===== src/rtl/host_obi_burst_master_if.sv =====
// OBI request/grant and response channel bundles shared by the host burst master
// and any OBI responder it talks to.
interface obi_req_if;
    logic        req;
    logic        we;
    logic [3:0]  be;
    logic [31:0] addr;
    logic [31:0] wdata;
    logic        gnt;

    modport master (output req, output we, output be, output addr, output wdata, input gnt);
    modport slave  (input req, input we, input be, input addr, input wdata, output gnt);
endinterface

interface obi_rsp_if;
    logic        rvalid;
    logic [31:0] rdata;

    modport master (output rvalid, output rdata);
    modport slave  (input rvalid, input rdata);
endinterface


===== src/rtl/host_obi_burst_master.sv =====
// OBI burst initiator: one command at a time, one word per OBI transaction,
// strictly one transaction outstanding, valid/ready streams for read and write data.
module host_obi_burst_master #(
    parameter int unsigned LEN_W = 16
) (
    input  logic             clk_i,
    input  logic             rst_ni,
    input  logic             cmd_valid_i,
    output logic             cmd_ready_o,
    input  logic             cmd_we_i,
    input  logic [31:0]      cmd_addr_i,
    input  logic [LEN_W-1:0] cmd_len_i,
    input  logic [3:0]       cmd_be_i,
    input  logic             wdata_valid_i,
    output logic             wdata_ready_o,
    input  logic [31:0]      wdata_i,
    output logic             rdata_valid_o,
    input  logic             rdata_ready_i,
    output logic [31:0]      rdata_o,
    output logic             busy_o,
    output logic             done_o,
    output logic             err_o,
    obi_req_if.master        host_mem_req,
    obi_rsp_if.slave         host_mem_rsp
);

    typedef enum logic [2:0] {
        ST_IDLE  = 3'd0,
        ST_WDATA = 3'd1,
        ST_REQ   = 3'd2,
        ST_RSP   = 3'd3,
        ST_OUT   = 3'd4,
        ST_DONE  = 3'd5
    } state_e;

    localparam logic [LEN_W-1:0] LEN_ZERO = {LEN_W{1'b0}};
    localparam logic [LEN_W-1:0] LEN_ONE  = {{(LEN_W-1){1'b0}}, 1'b1};

    state_e           state_r, state_s;
    logic [31:0]      addr_r, addr_s;
    logic [31:0]      wdata_r, wdata_s;
    logic [31:0]      rdata_r, rdata_s;
    logic             we_r, we_s;
    logic [3:0]       be_r, be_s;
    logic [LEN_W-1:0] rem_r, rem_s;
    logic             err_r, err_s, err_set_s;
    logic             cmd_ready_r, wdata_ready_r, req_r, rdata_valid_r, busy_r, done_r;
    logic             unused_s;

    // Low address bits are dropped: every transfer is word aligned.
    assign unused_s  = ^cmd_addr_i[1:0];
    assign err_set_s = host_mem_rsp.rvalid && (state_r != ST_RSP);

    // Next-state and datapath-register update for the burst sequencer.
    always_comb begin
        state_s = state_r;
        addr_s  = addr_r;
        we_s    = we_r;
        be_s    = be_r;
        wdata_s = wdata_r;
        rdata_s = rdata_r;
        rem_s   = rem_r;
        err_s   = err_r;
        case (state_r)
            ST_IDLE: begin
                if (cmd_valid_i) begin
                    addr_s = {cmd_addr_i[31:2], 2'b00};
                    we_s   = cmd_we_i;
                    be_s   = cmd_be_i;
                    rem_s  = cmd_len_i;
                    err_s  = 1'b0;
                    if (cmd_len_i == LEN_ZERO) begin
                        state_s = ST_DONE;
                    end else if (cmd_we_i) begin
                        state_s = ST_WDATA;
                    end else begin
                        state_s = ST_REQ;
                    end
                end else begin
                    state_s = ST_IDLE;
                end
            end
            ST_WDATA: begin
                if (wdata_valid_i) begin
                    wdata_s = wdata_i;
                    state_s = ST_REQ;
                end else begin
                    state_s = ST_WDATA;
                end
            end
            ST_REQ: begin
                if (host_mem_req.gnt) begin
                    state_s = ST_RSP;
                end else begin
                    state_s = ST_REQ;
                end
            end
            ST_RSP: begin
                if (!host_mem_rsp.rvalid) begin
                    state_s = ST_RSP;
                end else if (!we_r) begin
                    rdata_s = host_mem_rsp.rdata;
                    state_s = ST_OUT;
                end else if (rem_r == LEN_ONE) begin
                    rem_s   = rem_r - LEN_ONE;
                    state_s = ST_DONE;
                end else begin
                    rem_s   = rem_r - LEN_ONE;
                    addr_s  = addr_r + 32'd4;
                    state_s = ST_WDATA;
                end
            end
            ST_OUT: begin
                if (!rdata_ready_i) begin
                    state_s = ST_OUT;
                end else if (rem_r == LEN_ONE) begin
                    rem_s   = rem_r - LEN_ONE;
                    state_s = ST_DONE;
                end else begin
                    rem_s   = rem_r - LEN_ONE;
                    addr_s  = addr_r + 32'd4;
                    state_s = ST_REQ;
                end
            end
            ST_DONE: begin
                state_s = ST_IDLE;
            end
            default: begin
                state_s = ST_IDLE;
            end
        endcase
    end

    // State, datapath and decoded-output registers; outputs are flopped from the next state.
    always_ff @(posedge clk_i or negedge rst_ni) begin
        if (!rst_ni) begin
            state_r       <= ST_IDLE;
            addr_r        <= 32'h0000_0000;
            wdata_r       <= 32'h0000_0000;
            rdata_r       <= 32'h0000_0000;
            we_r          <= 1'b0;
            be_r          <= 4'h0;
            rem_r         <= LEN_ZERO;
            err_r         <= 1'b0;
            cmd_ready_r   <= 1'b1;
            wdata_ready_r <= 1'b0;
            req_r         <= 1'b0;
            rdata_valid_r <= 1'b0;
            busy_r        <= 1'b0;
            done_r        <= 1'b0;
        end else begin
            state_r       <= state_s;
            addr_r        <= addr_s;
            wdata_r       <= wdata_s;
            rdata_r       <= rdata_s;
            we_r          <= we_s;
            be_r          <= be_s;
            rem_r         <= rem_s;
            // A stray response outranks the clear on command accept.
            err_r         <= err_s | err_set_s;
            cmd_ready_r   <= (state_s == ST_IDLE);
            wdata_ready_r <= (state_s == ST_WDATA);
            req_r         <= (state_s == ST_REQ);
            rdata_valid_r <= (state_s == ST_OUT);
            busy_r        <= (state_s != ST_IDLE);
            done_r        <= (state_s == ST_DONE);
        end
    end

    assign cmd_ready_o        = cmd_ready_r;
    assign wdata_ready_o      = wdata_ready_r;
    assign rdata_valid_o      = rdata_valid_r;
    assign rdata_o            = rdata_r;
    assign busy_o             = busy_r;
    assign done_o             = done_r;
    assign err_o              = err_r;
    assign host_mem_req.req   = req_r;
    assign host_mem_req.we    = we_r;
    assign host_mem_req.be    = be_r;
    assign host_mem_req.addr  = addr_r;
    assign host_mem_req.wdata = wdata_r;

endmodule

===== src/flat_wrapper.sv =====
// flat-port wrapper written by rule: the top's interface ports become plain ports
module host_obi_burst_master_flat 
#(
    parameter int unsigned LEN_W = 16
)
  (clk_i, rst_ni, cmd_valid_i, cmd_ready_o, cmd_we_i, cmd_addr_i, cmd_len_i, cmd_be_i, wdata_valid_i, wdata_ready_o, wdata_i, rdata_valid_o, rdata_ready_i, rdata_o, busy_o, done_o, err_o, host_mem_req_req, host_mem_req_we, host_mem_req_be, host_mem_req_addr, host_mem_req_wdata, host_mem_req_gnt, host_mem_rsp_rvalid, host_mem_rsp_rdata);
  obi_req_if host_mem_req_i ();
  obi_rsp_if host_mem_rsp_i ();
  input  logic clk_i;
  input  logic rst_ni;
  input  logic cmd_valid_i;
  output logic cmd_ready_o;
  input  logic cmd_we_i;
  input  logic [31:0] cmd_addr_i;
  input  logic [LEN_W-1:0] cmd_len_i;
  input  logic [3:0] cmd_be_i;
  input  logic wdata_valid_i;
  output logic wdata_ready_o;
  input  logic [31:0] wdata_i;
  output logic rdata_valid_o;
  input  logic rdata_ready_i;
  output logic [31:0] rdata_o;
  output logic busy_o;
  output logic done_o;
  output logic err_o;
  output wire logic [$bits(host_mem_req_i.req)-1:0] host_mem_req_req;
  output wire logic [$bits(host_mem_req_i.we)-1:0] host_mem_req_we;
  output wire logic [$bits(host_mem_req_i.be)-1:0] host_mem_req_be;
  output wire logic [$bits(host_mem_req_i.addr)-1:0] host_mem_req_addr;
  output wire logic [$bits(host_mem_req_i.wdata)-1:0] host_mem_req_wdata;
  input wire logic [$bits(host_mem_req_i.gnt)-1:0] host_mem_req_gnt;
  input wire logic [$bits(host_mem_rsp_i.rvalid)-1:0] host_mem_rsp_rvalid;
  input wire logic [$bits(host_mem_rsp_i.rdata)-1:0] host_mem_rsp_rdata;
  assign host_mem_req_req = host_mem_req_i.req;
  assign host_mem_req_we = host_mem_req_i.we;
  assign host_mem_req_be = host_mem_req_i.be;
  assign host_mem_req_addr = host_mem_req_i.addr;
  assign host_mem_req_wdata = host_mem_req_i.wdata;
  assign host_mem_req_i.gnt = host_mem_req_gnt;
  assign host_mem_rsp_i.rvalid = host_mem_rsp_rvalid;
  assign host_mem_rsp_i.rdata = host_mem_rsp_rdata;
  host_obi_burst_master #(.LEN_W(LEN_W)) u_core (.clk_i(clk_i), .rst_ni(rst_ni), .cmd_valid_i(cmd_valid_i), .cmd_ready_o(cmd_ready_o), .cmd_we_i(cmd_we_i), .cmd_addr_i(cmd_addr_i), .cmd_len_i(cmd_len_i), .cmd_be_i(cmd_be_i), .wdata_valid_i(wdata_valid_i), .wdata_ready_o(wdata_ready_o), .wdata_i(wdata_i), .rdata_valid_o(rdata_valid_o), .rdata_ready_i(rdata_ready_i), .rdata_o(rdata_o), .busy_o(busy_o), .done_o(done_o), .err_o(err_o), .host_mem_req(host_mem_req_i), .host_mem_rsp(host_mem_rsp_i));
endmodule

===== config.mk =====
export PLATFORM = sky130hd
export DESIGN_NAME = host_obi_burst_master_flat
export DESIGN_NICKNAME = d
export VERILOG_FILES = /design/src/rtl/host_obi_burst_master_if.sv /design/src/rtl/host_obi_burst_master.sv /design/src/flat_wrapper.sv
export SDC_FILE = /design/constraint.sdc
export NUM_CORES = 1
export LEC_CHECK = 0
export ABC_AREA = 1
export CAP_MARGIN = 10
export CORE_MARGIN = 2
export CORE_UTILIZATION = 46
export CTS_CLUSTER_DIAMETER = 200
export DETAILED_ROUTE_END_ITERATION = 10
export GPL_TIMING_DRIVEN = 0
export PLACE_DENSITY = 0.86
export SETUP_SLACK_MARGIN = 0.2
export SLEW_MARGIN = 20
export SYNTH_ARGS = -nofsm -noshare
export SYNTH_HDL_FRONTEND = slang
export SYNTH_SLANG_ARGS = --single-unit
export TNS_END_PERCENT = 20

===== constraint.sdc =====
create_clock -name clk_i -period 1.9 [get_ports clk_i]
set_clock_uncertainty 0.05 [all_clocks]
set_input_delay 0.38 -clock clk_i [delete_from_list [all_inputs] [get_ports clk_i]]
set_output_delay 0.38 -clock clk_i [all_outputs]
set_load 0.05 [all_outputs]

Word-level counts from Yosys, hierarchy flattened

Index checks and enable logic that the tools add are counted.

Bitwise logic cells: 2
Reduce and logical (&&, ||, !) cells: 10
$add $sub $neg: 2
Muxes and demuxes: 24
Equality and inequality tests: 14

Operators by type and width:

| kind                                                                    | count |
|---|---|
| 32-bit 2-to-1 mux                                                       | 5 |
| 32-bit one-hot mux with 3 select lines                                  | 1 |
| 16-bit 2-to-1 mux                                                       | 4 |
| 16-bit one-hot mux with 3 select lines                                  | 1 |
| 32-bit by 3-bit adder with 32-bit output (second input constant)        | 1 |
| 3-bit 2-to-1 mux                                                        | 7 |
| 16-bit by 1-bit equality test with 1-bit output (second input constant) | 1 |
| 16-bit logical NOT                                                      | 1 |
| 16-bit by 1-bit subtractor with 16-bit output (second input constant)   | 1 |
| 3-bit one-hot mux with 5 select lines                                   | 1 |
| 3-bit by 2-bit equality test with 1-bit output (second input constant)  | 3 |
| 3-bit equality test (second input constant)                             | 3 |
| 3-bit by 1-bit equality test with 1-bit output (second input constant)  | 2 |
| 3-bit logical NOT                                                       | 2 |
| 2-bit != test (second input constant)                                   | 3 |
| 3-bit nonzero test                                                      | 2 |
| 5-bit AND reduction                                                     | 1 |
| 2-bit 2-to-1 mux                                                        | 2 |
| 2-bit AND reduction                                                     | 2 |
| 1-bit 2-to-1 mux                                                        | 3 |
| 3-bit by 2-bit != test with 1-bit output (second input constant)        | 1 |
| 3-bit AND reduction                                                     | 1 |
| 2-bit by 1-bit != test with 1-bit output (second input constant)        | 1 |
| 1-bit logical AND                                                       | 1 |
| 2 further kinds                                                         | 2 |

Register bits after elaboration: 127
Input bits: 124
Output and inout port bits: 108

Depth between registers and ports, before layout

Gate-level depths: netlist of run 1.

Depth after elaboration: 6
Mapped depth: 10

Worst setup path before layout of run 1

Ideal clock, no wire load.

Path kind: reg-to-reg
Start: reg u_core.addr_r[2] (netlist: u_core.host_mem_req.addr[2])
End: reg u_core.addr_r[14] (netlist: u_core.host_mem_req.addr[14])
Slack: -124 ps
Data arrival time: 1852 ps
Stages on the path, launching flop included: 11
Data required time: 1728 ps
Setup time: 122 ps
Period minus slack after synthesis: 2024 ps
Cell sequence: dfrtp_1 -> ha_1 -> nand2_1 -> nor2_1 -> nand2_1 -> nor2_1 -> nand2_1 -> nand3_1 -> nand2_1 -> nand2_1 -> o21ai_1

Longest elaborated chain between the ends: 5

Ends and longest elaborated chain:

| what                                       | line                                                       | text |
|---|---|---|
| start: declaration                         | host_obi_burst_master.sv:40                                | `logic [31:0] addr_r, addr_s;` |
| start signal: assignment                   | host_obi_burst_master.sv:153                               | `addr_r <= addr_s;` |
| 32-bit by 3-bit adder with 32-bit output * | host_obi_burst_master.sv:109, host_obi_burst_master.sv:121 |  |
| 32-bit 2-to-1 mux *                        | host_obi_burst_master.sv:104, host_obi_burst_master.sv:116 |  |
| 32-bit 2-to-1 mux                          | host_obi_burst_master.sv:101                               | `end else if (!we_r) begin` |
| 32-bit 2-to-1 mux                          | host_obi_burst_master.sv:99                                | `if (!host_mem_rsp.rvalid) begin` |
| 32-bit one-hot mux with 3 select lines *   | host_obi_burst_master.sv:64                                | `case (state_r)` |

Every way passes the cells marked *; elsewhere a longest branch is shown, timed or not. The select of a mux whose other input is x is not followed.
A chain may end at the register's enable or synchronous reset.

Worst setup path in the final report of run 1

Start: reg u_core.rdata_r[29] (netlist: u_core.rdata_o[29])
End: out rdata_o[29]

RTL lines:

| what                     | line                         | text |
|---|---|---|
| start: declaration       | host_obi_burst_master.sv:42  | `logic [31:0] rdata_r, rdata_s;` |
| start signal: assignment | host_obi_burst_master.sv:155 | `rdata_r <= rdata_s;` |
| end: declaration         | flat_wrapper.sv:22           | `output logic [31:0] rdata_o;` |

No word-level cell between the ends.

==> results of run 1 <==
==> per-stage QoR <==
step | instances | utilization | total power, mW
after floorplan | 903 | - | 12.3
after global placement | 1310 | 0.657 | 15.8
after detailed placement | 1311 | 0.659 | 16.0
after CTS | 1344 | 0.700 | 18.8
after global routing | 1352 | 0.719 | 20.5
final | 1352 | 0.719 | 19.3
==> final cells by class <==
type	instances	area share
Inverter	50	0.0192
Clock inverter	14	0.0157
Sequential cell	125	0.313
Multi-Input combinational cell	700	0.335
Clock buffer	18	0.0437
Tap cell	180	0.0224
Timing Repair Buffer	237	0.229
Buffer	28	0.0223
==> registers in the layout (all words and copies together), names as in the netlist, 3 cells and up <==
signal / count
u_core.state_r: 3
u_core.host_mem_req.be: 4
u_core.rdata_o: 32
u_core.host_mem_req.wdata: 32
u_core.host_mem_req.addr: 30
u_core.rem_r: 16
==> timing repair <==
item                                    in CTS  in global routing
buffers inserted                             0                  7
resized for setup                          225                 73
hold buffers                                 1                  0
cloned                                       0                  1
endpoints found under the setup margin     211                192
pin swaps                                    0                  9
endpoints found under the hold margin       61                  0
==> cell families (layout without fill, tap and decap cells) <==
| family | Yosys count | count (layout) | synth area share |
|---|---|---|---|
| and+or+nand+nor | 608 | 608 | 0.370 |
| DFF | 125 | 125 | 0.470 |
| buffers and inverters | 78 | 347 | 0.0528 |
| AOI/OAI and AO/OA | 48 | 48 | 0.0377 |
| muxes | 32 | 32 | 0.0541 |
| xor gates and xnor gates | 7 | 7 | 0.00920 |
| adders and majority gates | 3 | 3 | 0.00563 |
| other | 1 | 2 | 0.000563 |
==> cells in the final DEF, fill, tap and decap left out, drive strengths merged <==
cell type	n
nand2	389
nor2	146
dfrtp	124
clkdlybuf4s50	120
inv	53
dlygate4sd2	52
nand3	51
clkdlybuf4s15	43
buf	43
o21ai	39
mux2	32
clkbuf	22
nand3b	14
nand4	6
clkinvlp	6
xor2	5
a21oi	4
clkinv	3
o211ai	3
ha	3
xnor2	2
or2	2
conb	2
bufinv	2
clkdlybuf4s18	2
o21bai	1
a31oi	1
dlygate4sd3	1
dfstp	1
==> worst reg2reg max path: stages (launching register included) <==
cell and delay (ns):
sky130_fd_sc_hd__dfrtp_2 0.45, sky130_fd_sc_hd__nor2_4 0.20, sky130_fd_sc_hd__nand3_4 0.14, sky130_fd_sc_hd__clkinv_4 0.08
sky130_fd_sc_hd__nor2_4 0.04, sky130_fd_sc_hd__nor2_8 0.16, sky130_fd_sc_hd__nand2_4 0.09, sky130_fd_sc_hd__buf_6 0.15
sky130_fd_sc_hd__buf_6 0.14, sky130_fd_sc_hd__nand2_1 0.06, sky130_fd_sc_hd__nand2_1 0.05
==> path summary, 6_finish.rpt <==
check                                                               start                                   endpoint  cells past startpoint
worst max-delay path                       u_core.rdata_o[29]$_DFFE_PN0P_                                rdata_o[29]                      1
worst min-delay path            u_core.host_mem_req.wdata[31]$_DFFE_PN0P_  u_core.host_mem_req.wdata[31]$_DFFE_PN0P_                      2
worst max register to register                u_core.state_r[1]$_DFF_PN0_   u_core.host_mem_req.addr[28]$_DFFE_PN0P_                     10
worst min register to register  u_core.host_mem_req.wdata[31]$_DFFE_PN0P_  u_core.host_mem_req.wdata[31]$_DFFE_PN0P_                      2
max in group asynchronous                                          rst_ni             u_core.rdata_o[26]$_DFFE_PN0P_                      3
min in group asynchronous                                          rst_ni    u_core.host_mem_req.addr[5]$_DFFE_PN0P_                      2
==> layer usage <==
metal	part of all wire	global-route usage	routed length, um	vias to the layer above
met5	0	0	0	-
met3	0.092	0.0855	1920	59
met1	0.39	0.324	8130	3160
met4	0.032	0.109	663	0
met2	0.49	0.446	10100	353
li1	-	-	-	3348
==> power groups by stage <==
stage	Sequential (mW)	Combinational (mW)	Clock, mW
3_3_place_gp	5.06	10.7	0
4_1_cts	5.07	10.4	3.31
2_1_floorplan	8.54	3.76	0
6_report	5.14	10.9	3.28
3_5_place_dp	5.10	10.9	0
5_1_grt	5.33	11.7	3.47
==> impl_metrics.yaml, run 1 <==
outcome:
  outcome: "complete, no violations"
critical_path:
  crit_chain: "clkdlybuf4s15_1"
  critical_path_buf_inv_count: 1
  critPathArrivalTime_ns: 1.33
  worstSetupStartpointType: "register"
  critical_path.max_fanout: 2
  crit_path_max_cell_delay_ns: 0.51
  reg2reg_slack_ns: 0.17
  crit_path_max_delay_cell_type: "sky130_fd_sc_hd__clkdlybuf4s15_1"
  endpoint_kind: "output port"
  worst_ep_required_time_ns: 1.47
  path_class: "register to output port"
  critPathTopFamily: "buffers and inverters"
clocking:
  cts_made_buffers: 17
  cts.clk_slew.worst_paths_ns: 0.06
  clkSinkCount: 125
  cts-root-buf: "sky130_fd_sc_hd__clkbuf_16"
  cts_h_tree_depth: 4
  cts_tree: "built"
  clk-insertion-delay-late_ns: 0.43
  max-clock-path-buffers: 2
place:
  dpl-instance-area_um2: 9220
  gp_congestion: 1.03
  place.detailed.hpwl_mm: 15.1
  port_buffers: 227
  post_place_setup_slack_ns: -0.235
drt:
  routed_wirelength_normalized_by_instance_count_um: 15.4
  dr.pass1.iters: 6
  vias_per_cell: 5.12
  drtAntennaViolNets: 0
  drt_iter0_drc: 764
  via_count_of_the_routed_design: 6920
  drt_drc_violations_left: 0
  drt-total-wl_mm: 20.8
synthesis:
  synth-edff-count: 0
  synth-main-ff-cell: "sky130_fd_sc_hd__dfrtp_1"
  ys_seq_area_frac: 0.470
  asyncSetResetFlopFracSynth: 1.00
  ys.warnings.count: 0
  dominant_cell_by_count_in_the_synthesized_netlist: "sky130_fd_sc_hd__nand2_1"
  netlist.area_leader.share: 0.466
  postSynthRegisterBits: 125
  postSynthAreaPerCell_um2: 7.39
  synth.top_cells.by_area: "sky130_fd_sc_hd__dfrtp_1 (47%), sky130_fd_sc_hd__nand2_1 (22%), sky130_fd_sc_hd__nor2_1 (8.0%)"
  synth_cell_type_count: 32
  synth_area_leader_cell: "sky130_fd_sc_hd__dfrtp_1"
  post_synthesis_instance_total: 902
  synthesis.area_um2: 6660
  post_synth_most_frequent_cells: "sky130_fd_sc_hd__nand2_1 (387), sky130_fd_sc_hd__nor2_1 (142), sky130_fd_sc_hd__dfrtp_1 (124)"
global_routing:
  number_of_antenna_violations_at_the_first_check_in_global_routing: 0
  grt_overflow_total: 0
  gr-usage-all-layers: 0.269
  largest_net_degree_at_the_start_of_global_routing: 64
  grt_pass1_vias: 6770
  grt_pass1_wl_mm: 33.5
timing:
  whs_ns: 0.414
  fin_crit_sh: 0.924
  finalSetupTns_ns: 0
  min_period_ns: 1.76
  final_max_slew_viol_count: 0
  final-setup-viol-count: 0
  relSlewSlack: 0.641
  achievable-frequency_mhz: 570
  worst_slack_ns: 0.145
  hold_viol: 0
  worstMarginPinSlew_ns: 0.541
  rsz_0062_raised_after_global_routing: "yes"
final_layout:
  fillers: 1095
  multiInputGateArea_um2: 3370
  antennaDiodeCount: 0
  drive_above_1_share: 0.166
  syn2layout_area_growth_pct: 50.9
  final_cell_area_um2: 10100
  regArea_um2: 3140
  finalNetCount: 1286
power:
  power.switching_mw: 9.93
  share_comb_of_total_power: 0.563
  seq_power_share: 0.267
  power_per_cell_area_nw_per_um2: 1920
  largest_vdd_supply_drop_uv: 1220
  clock_power_share: 0.170
  internal_power_mw: 9.36
  cellLeakagePower_nw: 4.82
  switching_share: 0.515
floorplan:
  start_util: 0.476
  placeableCoreArea_um2: 14000
  die_h_um: 124
  boundaryPins: 232
  rows: 43
  die_area_um2: 15500
  die_w_um: 124
worst_hold_path:
  worst_hold_path_type: "register to register"
flow_run:
  max-cap-violations: 0
Power figures use the tool's default switching activity.
==> inputs of run 2 (changes only) <==
--- a/config.mk
+++ b/config.mk
@@ -6,6 +6,7 @@
 export NUM_CORES = 1
 export LEC_CHECK = 0
 export ABC_AREA = 1
+export ABC_CLOCK_PERIOD_IN_PS = 1900
 export CAP_MARGIN = 10
 export CORE_MARGIN = 2
 export CORE_UTILIZATION = 46
@@ -14,6 +15,7 @@
 export GPL_TIMING_DRIVEN = 0
 export PLACE_DENSITY = 0.86
 export SETUP_SLACK_MARGIN = 0.2
+export SKIP_CTS_REPAIR_TIMING = 1
 export SLEW_MARGIN = 20
 export SYNTH_ARGS = -nofsm -noshare
 export SYNTH_HDL_FRONTEND = slang
==> impl_metrics.yaml, run 2 (synthesis gave the netlist of run 1 again) <==
global_routing:
  gr-usage-all-layers: 0.268
  grt_overflow_total: 0
  met3_demand_to_capacity_share_in_global_routing: 0.0868
  number_of_antenna_violations_at_the_first_check_in_global_routing: 0
  grtUsageMet1: 0.323
  grt_pass1_wl_mm: 33.3
  grt_pass1_vias: 6732
  busiest_layer: "met2"
  largest_net_degree_at_the_start_of_global_routing: 64
  met2_usage: 0.444
place:
  post_place_setup_slack_ns: -0.235
  gp_congestion: 1.03
  dpl-instance-area_um2: 9220
  numPlacedInstances: 1311
  place.detailed.hpwl_mm: 15.1
  port_buffers: 227
drt:
  via_count_of_the_routed_design: 6814
  drt-total-wl_mm: 20.6
  routed_wirelength_normalized_by_instance_count_um: 15.3
  dr.pass1.iters: 6
  drt_drc_violations_left: 0
  vias_per_cell: 5.07
  drt_iter0_drc: 637
  drtAntennaViolNets: 0
power:
  power_mw: 19.1
  largest_vdd_supply_drop_uv: 1270
  cellLeakagePower_nw: 5.31
  power_per_cell_area_nw_per_um2: 1930
final_layout:
  post_layout_nonfiller_instances: 1345
  syn2layout_area_growth_pct: 48.0
  final_cell_area_um2: 9860
  finalNetCount: 1279
  drive_above_1_share: 0.155
  antennaDiodeCount: 0
  mostFrequentLayoutCell: "sky130_fd_sc_hd__nand2_1"
  final_cell_mix: "sky130_fd_sc_hd__nand2_1 (384), sky130_fd_sc_hd__nor2_1 (130), sky130_fd_sc_hd__clkdlybuf4s50_1 (124)"
  post-route-util: 0.705
critical_path:
  endpoint_kind: "output port"
  crit_path_max_delay_cell_type: "sky130_fd_sc_hd__clkdlybuf4s50_1"
  critPathArrivalTime_ns: 1.61
  path_class: "register to output port"
  worst_ep_required_time_ns: 1.47
  critical_path_buf_inv_count: 1
  crit_chain: "clkdlybuf4s50_1"
  crit_path_max_cell_delay_ns: 0.82
  critical_path.max_fanout: 2
  worstSetupStartpointType: "register"
  critPathTopFamily: "buffers and inverters"
timing:
  final_max_slew_viol_count: 0
  relSlewSlack: 0.622
  achievable-frequency_mhz: 491
  fin_crit_sh: 1.07
  worstMarginPinSlew_ns: 0.566
  rsz_0062_raised_after_global_routing: "yes"
  worst_slack_ns: -0.137
  final-setup-viol-count: 4
  min_period_ns: 2.04
  hold_viol: 0
clocking:
  cts-root-buf: "sky130_fd_sc_hd__clkbuf_16"
  clk-insertion-delay-late_ns: 0.43
  clkSinkCount: 125
  cts_made_buffers: 17
  cts_tree: "built"
  cts.clk_slew.worst_paths_ns: 0.06
  cts_h_tree_depth: 4
  max-clock-path-buffers: 2
floorplan:
  die_w_um: 124
  die_area_um2: 15500
  start_util: 0.476
  rows: 43
  placeableCoreArea_um2: 14000
  boundaryPins: 232
  die_h_um: 124
outcome:
  violations: "setup timing"
  outcome: "finished with violations"
worst_hold_path:
  worst_hold_path_type: "register to register"
flow_run:
  max-cap-violations: 0
[run 2: changes by cell type in the layout (fill, tap and decap cells not counted), moves of 5 or more]
cell,before,now
sky130_fd_sc_hd__buf_2,17,7
sky130_fd_sc_hd__nor2_4,13,7
sky130_fd_sc_hd__dlygate4sd2_1,52,0
sky130_fd_sc_hd__clkdlybuf4s15_1,12,0
sky130_fd_sc_hd__clkdlybuf4s15_2,31,0
sky130_fd_sc_hd__nor2_1,125,130
sky130_fd_sc_hd__dlymetal6s2s_1,0,58
sky130_fd_sc_hd__clkbuf_2,1,48
sky130_fd_sc_hd__buf_6,10,2
sky130_fd_sc_hd__clkbuf_4,1,7
[run 2: final timing paths]
path | start | cells after the start | slack, ns | end
max reg2reg | u_core.state_r[1]$_DFF_PN0_ | 8 | 0.02 | u_core.rem_r[4]$_DFFE_PN0P_
min reg2reg | u_core.host_mem_req.wdata[31]$_DFFE_PN0P_ | 2 | 0.41 | u_core.host_mem_req.wdata[31]$_DFFE_PN0P_
max | u_core.rdata_o[28]$_DFFE_PN0P_ | 1 | -0.14 | rdata_o[28]
max in group asynchronous | rst_ni | 3 | 0.69 | u_core.rdata_o[26]$_DFFE_PN0P_
min in group asynchronous | rst_ni | 2 | 0.43 | u_core.host_mem_req.addr[5]$_DFFE_PN0P_
min | u_core.host_mem_req.wdata[31]$_DFFE_PN0P_ | 2 | 0.41 | u_core.host_mem_req.wdata[31]$_DFFE_PN0P_
[run 2: routing by layer]
layer  vias up  part of all wire  routed length [um]
li1       3329                 -                   -
met1      3087              0.39                8000
met2       338              0.49               10000
met3        60             0.089                1820
met4         0             0.035                 719
met5         -                 0                   0
[run 2: per-stage QoR]
step	hold WS (ns)	setup TNS, ns
6_report	0.414	-0.446
5_1_grt	0.428	-3.08
4_1_cts	-0.145	-17.27
3_5_place_dp	0.306	-14.02
3_3_place_gp	0.403	-593.92
2_1_floorplan	0.0344	0
[run 2: power breakdown]
part | switching, mW | total (mW) | internal (mW) | leakage [nW]
clock | 1.30 | 3.28 | 1.98 | 0.272
sequential | 1.15 | 5.12 | 3.97 | 1.53
combinational | 7.33 | 10.7 | 3.32 | 3.50
[run 2: layout make-up]
class,instances,area (um2)
Fill cell,1114,4130
Clock buffer,18,439
Tap cell,180,225
Inverter,50,190
Buffer,28,186
Timing Repair Buffer,230,2250
Sequential cell,125,3140
Clock inverter,14,158
Multi-Input combinational cell,700,3280
==> inputs of run 3 (changes only) <==
--- a/config.mk
+++ b/config.mk
@@ -6,13 +6,14 @@
 export NUM_CORES = 1
 export LEC_CHECK = 0
 export ABC_AREA = 1
-export ABC_CLOCK_PERIOD_IN_PS = 1900
+export ABC_CLOCK_PERIOD_IN_PS = 2100
 export CAP_MARGIN = 10
 export CORE_MARGIN = 2
 export CORE_UTILIZATION = 46
 export CTS_CLUSTER_DIAMETER = 200
 export DETAILED_ROUTE_END_ITERATION = 10
 export GPL_TIMING_DRIVEN = 0
+export HOLD_SLACK_MARGIN = 0.06
 export PLACE_DENSITY = 0.86
 export SETUP_SLACK_MARGIN = 0.2
 export SKIP_CTS_REPAIR_TIMING = 1
@@ -20,4 +21,4 @@
 export SYNTH_ARGS = -nofsm -noshare
 export SYNTH_HDL_FRONTEND = slang
 export SYNTH_SLANG_ARGS = --single-unit
-export TNS_END_PERCENT = 20
+export TNS_END_PERCENT = 10
==> constraint.sdc (replaced) <==
create_clock -name clk_i -period 2.1 [get_ports clk_i]
set_clock_uncertainty 0.05 [all_clocks]
set_input_delay 0.42 -clock clk_i [delete_from_list [all_inputs] [get_ports clk_i]]
set_output_delay 0.42 -clock clk_i [all_outputs]
set_load 0.05 [all_outputs]
==> impl_metrics.yaml, run 3 (synthesis gave the netlist of run 1 again) <==
timing:
  achievable-frequency_mhz: 548
  whs_ns: 0.417
  worstMarginPinSlew_ns: 0.564
  final-setup-viol-count: 0
  hold_viol: 0
  final_max_slew_viol_count: 0
  min_period_ns: 1.83
  relSlewSlack: 0.623
  worst_slack_ns: 0.274
  rsz_0062_raised_after_global_routing: "yes"
  finalSetupTns_ns: 0
  fin_crit_sh: 0.870
critical_path:
  path_class: "register to output port"
  endpoint_kind: "output port"
  crit_path_max_cell_delay_ns: 0.52
  reg2reg_depth: 6
  critical_path.max_fanout: 1
  worst_ep_required_time_ns: 1.63
  r2r_start: "u_core.state_r[2]$_DFF_PN0_"
  critical_path.startpoint: "u_core.cmd_ready_o$_DFF_PN1_"
  critPathArrivalTime_ns: 1.36
  worstSetupStartpointType: "register"
  crit_chain: "dlymetal6s2s_1"
  r2r_end: "u_core.rdata_o[25]$_DFFE_PN0P_"
  critical_path_buf_inv_count: 1
  crit_path_max_delay_cell_type: "sky130_fd_sc_hd__dfstp_2"
  worstSetupEndpoint: "cmd_ready_o"
  critPathTopFamily: "flip-flops"
  crit_cells: 1
  reg2reg_slack_ns: 0.27
place:
  gp_congestion: 0.993
  post_place_setup_slack_ns: -0.132
  numPlacedInstances: 1311
  port_buffers: 227
  place.detailed.hpwl_mm: 15.6
final_layout:
  fillers: 1015
  mostFrequentLayoutCell: "sky130_fd_sc_hd__nand2_1"
  final_cell_mix: "sky130_fd_sc_hd__nand2_1 (385), sky130_fd_sc_hd__nor2_1 (135), sky130_fd_sc_hd__dfrtp_1 (121)"
  drive_above_1_share: 0.101
  syn2layout_area_growth_pct: 52.3
  finalNetCount: 1280
  post-route-util: 0.725
  post_layout_nonfiller_instances: 1345
  antennaDiodeCount: 0
global_routing:
  grt_pass1_wl_mm: 34.2
  grt_overflow_total: 0
  number_of_antenna_violations_at_the_first_check_in_global_routing: 0
  grt_pass1_vias: 6855
  gr-usage-all-layers: 0.277
  largest_net_degree_at_the_start_of_global_routing: 66
power:
  power_per_cell_area_nw_per_um2: 1720
  cellLeakagePower_nw: 5.85
  largest_vdd_supply_drop_uv: 1240
  internal_power_mw: 8.71
  clock_power_share: 0.164
  switching_share: 0.502
  share_comb_of_total_power: 0.574
  seq_power_share: 0.262
  power.switching_mw: 8.78
drt:
  dr.pass1.iters: 6
  drt_drc_violations_left: 0
  drtAntennaViolNets: 0
  drt-total-wl_mm: 21.6
  routed_wirelength_normalized_by_instance_count_um: 16.0
  vias_per_cell: 5.15
  via_count_of_the_routed_design: 6923
  drt_iter0_drc: 685
clocking:
  clk-insertion-delay-late_ns: 0.41
  cts.clk_slew.worst_paths_ns: 0.05
  cts-root-buf: "sky130_fd_sc_hd__clkbuf_16"
  cts_h_tree_depth: 4
  max-clock-path-buffers: 2
  cts_made_buffers: 17
  clkSinkCount: 125
  cts_tree: "built"
floorplan:
  start_util: 0.476
  die_h_um: 124
  placeableCoreArea_um2: 14000
  die_area_um2: 15500
  boundaryPins: 232
  rows: 43
  die_w_um: 124
outcome:
  outcome: "complete, no violations"
worst_hold_path:
  worst_hold_path_type: "register to register"
flow_run:
  max-cap-violations: 0
run 3: cell types whose count changed in the layout (fill, tap and decap cells not counted), moves of 4 or more:
cell and delta:
sky130_fd_sc_hd__clkdlybuf4s50_1 -4, sky130_fd_sc_hd__dlymetal6s2s_1 +48, sky130_fd_sc_hd__clkbuf_1 +4, sky130_fd_sc_hd__inv_6 -4
sky130_fd_sc_hd__clkbuf_2 -46, sky130_fd_sc_hd__dfrtp_1 +7, sky130_fd_sc_hd__clkinvlp_4 -4, sky130_fd_sc_hd__nor2_1 +5
sky130_fd_sc_hd__dfrtp_2 -7, sky130_fd_sc_hd__nor2_2 -4
run 3: how the worst min path moves through the flow:
| stage | startpoint | endpoint | slack, ns | cells after the start |
|---|---|---|---|---|
| 3_5_place_dp | rst_ni | u_core.host_mem_req.addr[6]$_DFFE_PN0P_ | 0.34 | 1 |
| 2_1_floorplan | rst_ni | u_core.busy_o$_DFF_PN0_ | 0.07 | 0 |
| 5_1_grt | u_core.host_mem_req.wdata[4]$_DFFE_PN0P_ | u_core.host_mem_req.wdata[4]$_DFFE_PN0P_ | 0.45 | 2 |
| 6_report | u_core.host_mem_req.wdata[18]$_DFFE_PN0P_ | u_core.host_mem_req.wdata[18]$_DFFE_PN0P_ | 0.42 | 2 |
| 4_1_cts | rst_ni | u_core.host_mem_req.addr[6]$_DFFE_PN0P_ | -0.10 | 1 |
| 3_3_place_gp | u_core.host_mem_req.wdata[2]$_DFFE_PN0P_ | u_core.host_mem_req.wdata[2]$_DFFE_PN0P_ | 0.40 | 2 |
run 3: power groups by stage:
| stage | Sequential, mW | Combinational (mW) | Clock [mW] |
|---|---|---|---|
| final | 4.58 | 10.0 | 2.87 |
| after global routing | 4.76 | 10.8 | 3.01 |
| after global placement | 4.55 | 9.75 | 0 |
| after floorplan | 7.71 | 3.39 | 0 |
| after CTS | 4.59 | 9.99 | 2.90 |
| after detailed placement | 4.61 | 9.93 | 0 |
run 3: routing by layer:
metal | share of wire | global-route usage
met1 | 0.37 | 0.317
met4 | 0.033 | 0.119
met3 | 0.097 | 0.0966
met2 | 0.50 | 0.471
met5 | 0 | 0
run 3: metrics by stage:
stage	instance area [um2]	power, mW
final	10100	17.5
after global routing	10100	18.5
after CTS	9780	17.5
after detailed placement	9200	14.5
after global placement	9170	14.3
after floorplan	6670	11.1
run 3: layout make-up:
| type | instances | area (um2) | area share |
|---|---|---|---|
| Timing Repair Buffer | 231 | 2590 | 0.256 |
| Sequential cell | 125 | 3130 | 0.309 |
| Inverter | 50 | 190 | 0.0187 |
| Tap cell | 180 | 225 | 0.0222 |
| Buffer | 28 | 183 | 0.0180 |
| Clock buffer | 21 | 460 | 0.0454 |
| Clock inverter | 10 | 116 | 0.0115 |
| Multi-Input combinational cell | 700 | 3240 | 0.320 |
run 3: worst register-to-register path, delay by kind of cell, from the launching register on:
kind / cells / cell delay (ns)
and+or+nand+nor: 3 / 0.53
DFF: 1 / 0.42
buffers and inverters: 2 / 0.41
muxes: 1 / 0.31
